File: config.mk
export PLATFORM = sky130hd
export DESIGN_NAME = mult_seq
export DESIGN_NICKNAME = d
export VERILOG_FILES = /design/src/rtl/mult_seq.sv
export SDC_FILE = /design/constraint.sdc
export NUM_CORES = 1
export LEC_CHECK = 0
export CAP_MARGIN = 10
export CORE_AREA = 2 2 96 98
export DETAILED_ROUTE_END_ITERATION = 8
export DIE_AREA = 0 0 98 100
export GPL_ROUTABILITY_DRIVEN = 0
export PLACE_DENSITY = 0.64
export SYNTH_ARGS = -nofsm -noshare
export SYNTH_HDL_FRONTEND = slang
export SYNTH_SLANG_ARGS = --single-unit
File: constraint.sdc
create_clock -name clk -period 3.6 [get_ports clk]
set_input_delay 0.72 -clock clk [delete_from_list [all_inputs] [get_ports clk]]
set_output_delay 0.72 -clock clk [all_outputs]
set_load 0.1 [all_outputs]
File: src/rtl/mult_seq.sv
// Sequential radix-2 shift-add multiplier, WIDTH x WIDTH -> 2*WIDTH, signed or unsigned per operation.
// Result is visible WIDTH cycles after accept; it is held in DONE until out_ready, and operands are refused meanwhile.
module mult_seq #(
    parameter int WIDTH = 8
) (
    input  logic                 clk,
    input  logic                 rst,
    input  logic                 in_valid,
    output logic                 in_ready,
    input  logic [WIDTH-1:0]     a,
    input  logic [WIDTH-1:0]     b,
    input  logic                 signed_mode,
    output logic                 out_valid,
    input  logic                 out_ready,
    output logic [2*WIDTH-1:0]   prod,
    output logic                 busy
);
    localparam int CW = $clog2(WIDTH);

    typedef enum logic [1:0] {S_IDLE, S_BUSY, S_DONE} state_t;

    state_t               r_state;
    logic [2*WIDTH-1:0]   r_mcand;
    logic [2*WIDTH-1:0]   r_acc;
    logic [2*WIDTH-1:0]   r_prod;
    logic [WIDTH-1:0]     r_mplier;
    logic [CW-1:0]        r_cnt;
    logic                 r_neg;
    logic                 r_out_valid;
    logic                 r_busy;

    logic                 w_accept;
    logic [WIDTH-1:0]     w_a_mag;
    logic [WIDTH-1:0]     w_b_mag;
    logic [2*WIDTH-1:0]   w_pp;
    logic [2*WIDTH-1:0]   w_sum;
    logic [2*WIDTH-1:0]   w_res;
    logic                 w_last;

    assign in_ready  = (r_state == S_IDLE) | ((r_state == S_DONE) & out_ready);
    assign w_accept  = in_valid & in_ready;
    assign out_valid = r_out_valid;
    assign busy      = r_busy;
    assign prod      = r_prod;

    // Magnitudes stay WIDTH-bit unsigned, so the most negative operand maps to 2^(WIDTH-1) exactly.
    assign w_a_mag = (signed_mode & a[WIDTH-1]) ? -a : a;
    assign w_b_mag = (signed_mode & b[WIDTH-1]) ? -b : b;

    // Multiplicand shifts left and multiplier right each cycle, so bit 0 is always the current bit.
    assign w_pp   = r_mplier[0] ? r_mcand : '0;
    assign w_sum  = r_acc + w_pp;
    assign w_res  = r_neg ? -w_sum : w_sum;
    assign w_last = (r_cnt == CW'(WIDTH - 1));

    always_ff @(posedge clk or posedge rst) begin
        if (rst) begin
            r_state     <= S_IDLE;
            r_mcand     <= '0;
            r_acc       <= '0;
            r_prod      <= '0;
            r_mplier    <= '0;
            r_cnt       <= '0;
            r_neg       <= 1'b0;
            r_out_valid <= 1'b0;
            r_busy      <= 1'b0;
        end else begin
            case (r_state)
                S_IDLE: ;
                S_BUSY: begin
                    r_acc    <= w_sum;
                    r_mcand  <= r_mcand << 1;
                    r_mplier <= r_mplier >> 1;
                    r_cnt    <= r_cnt + CW'(1);
                    if (w_last) begin
                        r_prod      <= w_res;
                        r_state     <= S_DONE;
                        r_out_valid <= 1'b1;
                        r_busy      <= 1'b0;
                    end
                end
                S_DONE: begin
                    if (out_ready) begin
                        r_out_valid <= 1'b0;
                        r_state     <= S_IDLE;
                    end
                end
                default: r_state <= S_IDLE;
            endcase

            // Accept overrides the state decisions above, covering both IDLE and back-to-back DONE.
            if (w_accept) begin
                r_mcand     <= {{WIDTH{1'b0}}, w_a_mag};
                r_mplier    <= w_b_mag;
                r_neg       <= signed_mode & (a[WIDTH-1] ^ b[WIDTH-1]);
                r_acc       <= '0;
                r_cnt       <= '0;
                r_state     <= S_BUSY;
                r_busy      <= 1'b1;
                r_out_valid <= 1'b0;
            end
        end
    end
endmodule

==> summary.md <==
| Metric | Value |
|---|---|
| Syn Nets | 518 |
| Minimum clock period | 3.27 ns |
| Status | completed |
| Post-synthesis cell area | 4160 um^2 |
| CP bufs+invs | 0 |
| Period Utilization, post-route | 0.907 |
| Area of the die | 9800 um^2 |
| Final hold violation count | 0 |
| DP HPWL | 6680 um |
| Share of cells above drive strength 1 | 0.0916 |
| Final nets | 550 |
| Clk slew on worst S/H paths | 0.08 ns |
| Vias in the first global route | 3506 |
| Clk Latency, worst-skew pair | 0.34 ns |
| Port-buffer cells | 39 |
| Synthesis-to-finish area growth | 16.5% |
| Cts hold-fix bufs | 0 |
| Post-synthesis cell type count | 63 |
| Post-synth top cells | nand2_1 (82), dfrtp_1 (64), o21ai_0 (40) |
| Relative slew slack | 0.320 |
| Worst setup EP type | flip-flop |
| Core Region | 8890 um^2 |
| Final Util | 0.546 |
| Max Fclk | 0.306 GHz |
| GR Overflow Total | 0 |
| I/O pin count | 40 |
| YS warnings | 0 |
| # diodes | 0 |
| TritonCTS Buffers | 9 |
| Post-CTS sizing | 0 |
| Mean area per synthesized cell | 8.75 um^2 |
| H-tree Lvls | 3 |
| Row count | 35 |
| Synth top area share | 0.385 |
| CP required | 3.79 ns |
| Max-cap violations | 0 |
| Initial antenna violation count | 0 |
| Clk buf depth | 2 |
| DRC Markers | 0 |
| Pre-antenna DRT Iters | 4 |
| Clock Skew | 0.0107 ns |
| Initial Util | 0.468 |
| Most common flop cell mapped by yosys | dfrtp_1 |
| Crit Path Class | flip-flop to flip-flop |
| Mean number of vias per cell | 5.67 |
| GRT Total Usage | 0.201 |
| Dominant cell type by area after synthesis | dfrtp_1 |
| Chip Width | 98 um |
| Die Ht | 100 um |
| Critical Path AT | 3.46 ns |
| Clock Root Buffer | clkbuf_8 |
| WL final | 9180 um |
| CP cell instances | and2_1, ha_1, fa_1, a21o_1, a21oi_1, xnor2_1, nor4_1, nand4_1, o41ai_2, xor2_1, o21ai_1 |
| CP Max Fanout | 7 |
| CTS Sinks | 64 |
| Slew Viols, Final | 0 |
| Number of synthesized flops with an enable pin | 0 |
| Slowest cell delay on critical path | 0.50 ns |
| Seq/Total Area, Yosys | 0.385 |
| Top cell family by delay on the critical path | simple AND/OR/NAND/NOR gates |
| CP startpoint kind | flip-flop |
| Ranking of synthesized cells by area | dfrtp_1 (38%), nand2_1 (7.4%), ha_1 (6.0%) |
| Min-Delay Path Class | flip-flop to flip-flop |
| Unrepaired setup endpoints after global routing | no |
| CTS tree | built |
| Crit-path slowest cell | nor4_1 |
| Most frequent cell after synthesis | nand2_1 |
| Post-synth ARST share | 1.00 |
| Starting DRT DRC Count | 146 |
| Vias | 3536 |
| Antenna Nets Post-Route | 0 |
| WL/cell | 14.7 um |
| Postcts setup bufs | 0 |
| First-pass GRT wire length | 16100 um |
| Yosys reg bits | 64 |
| Endpoints failing setup | 0 |
| Placed cell areas | 4650 um^2 |
| TNS Setup | 0 ns |
| Filler instances | 841 |
| Post-Syn Instances | 476 |
| Design area | 4850 um^2 |
| Largest net degree at the start of global routing | 43 |
| Measured slew at the worst slew-check pin | 1.02 ns |
[cell usage in the layout, fill, tap and decap left out, types with 11 or more instances in the layout]
cell type	count
nand3_1	21
a21oi_1	19
ha_1	20
nand2_1	82
inv_1	16
and2_1	18
dfrtp_1	64
clkdlybuf4s50_1	38
a31oi_1	12
xnor2_1	19
o21ai_0	40
nor2_1	23
o21ai_1	11
xor2_1	14
[tightest hold or removal path, delay by kind of cell, from the launching register on]
kind / cells / cell delay, ns
AOI/OAI and AO/OA: 1 / 0.06
DFF: 1 / 0.34
and+or+nand+nor: 1 / 0.04
[per-stage QoR]
stage	std cells	setup WS (ns)	hold slack (ns)
floorplan	476	0.177	0.456
global placement	608	0.440	0.460
detailed placement	608	0.356	0.470
CTS	624	0.348	0.488
global route	624	0.0863	0.517
finish	624	0.333	0.481
[per-layer routing]
layer | track usage | routed length, um | up-vias
met5 | 0 | 0 | -
met2 | 0.341 | 4310 | 73
met4 | 0.0726 | 179 | 0
met1 | 0.257 | 4320 | 1698
met3 | 0.0369 | 363 | 12
li1 | - | - | 1753
[cell type report]
cell class,instances,area [um^2],area share
Inverter,17,63.8,0.0132
Clock inverter,7,72.6,0.0150
Tap cell,111,139,0.0286
Timing Repair Buffer,47,448,0.0924
Sequential cell,64,1600,0.330
Multi-Input combinational cell,369,2400,0.495
Clock buffer,9,124,0.0255
[worst paths after layout]
| path | start | endpoint | slack [ns] | cells past startpoint |
|---|---|---|---|---|
| min | prod[4] | prod[4] | 0.48 | 2 |
| max | r_mplier[0] | prod[14] | 0.33 | 11 |
| min reg2reg | prod[4] | prod[4] | 0.48 | 2 |
| min in group asynchronous | rst | r_acc[0] | 0.56 | 2 |
| max in group asynchronous | rst | r_mcand[12] | 2.37 | 3 |
| max reg2reg | r_mplier[0] | prod[14] | 0.33 | 11 |
[registers in the layout (all words and copies together) (netlist names)]
signal and cells:
busy 1, out_valid 1, prod 16, r_acc 16, r_cnt 3, r_mcand 16
r_mplier 8, r_neg 1, r_state 2
[logic make-up (layout without fill, tap and decap cells)]
| family | count (synthesis) | after routing | synth area share |
|---|---|---|---|
| AOI/OAI and AO/OA | 137 | 137 | 0.229 |
| xor gates and xnor gates | 34 | 34 | 0.0733 |
| adders and majority gates | 21 | 21 | 0.0649 |
| buffers and inverters | 43 | 80 | 0.0400 |
| DFF | 64 | 64 | 0.385 |
| muxes | 4 | 4 | 0.0102 |
| and+or+nand+nor | 173 | 173 | 0.198 |
Power is not shown: default switching activity piles up to over one toggle a cycle in this logic, so the estimate is an artifact.
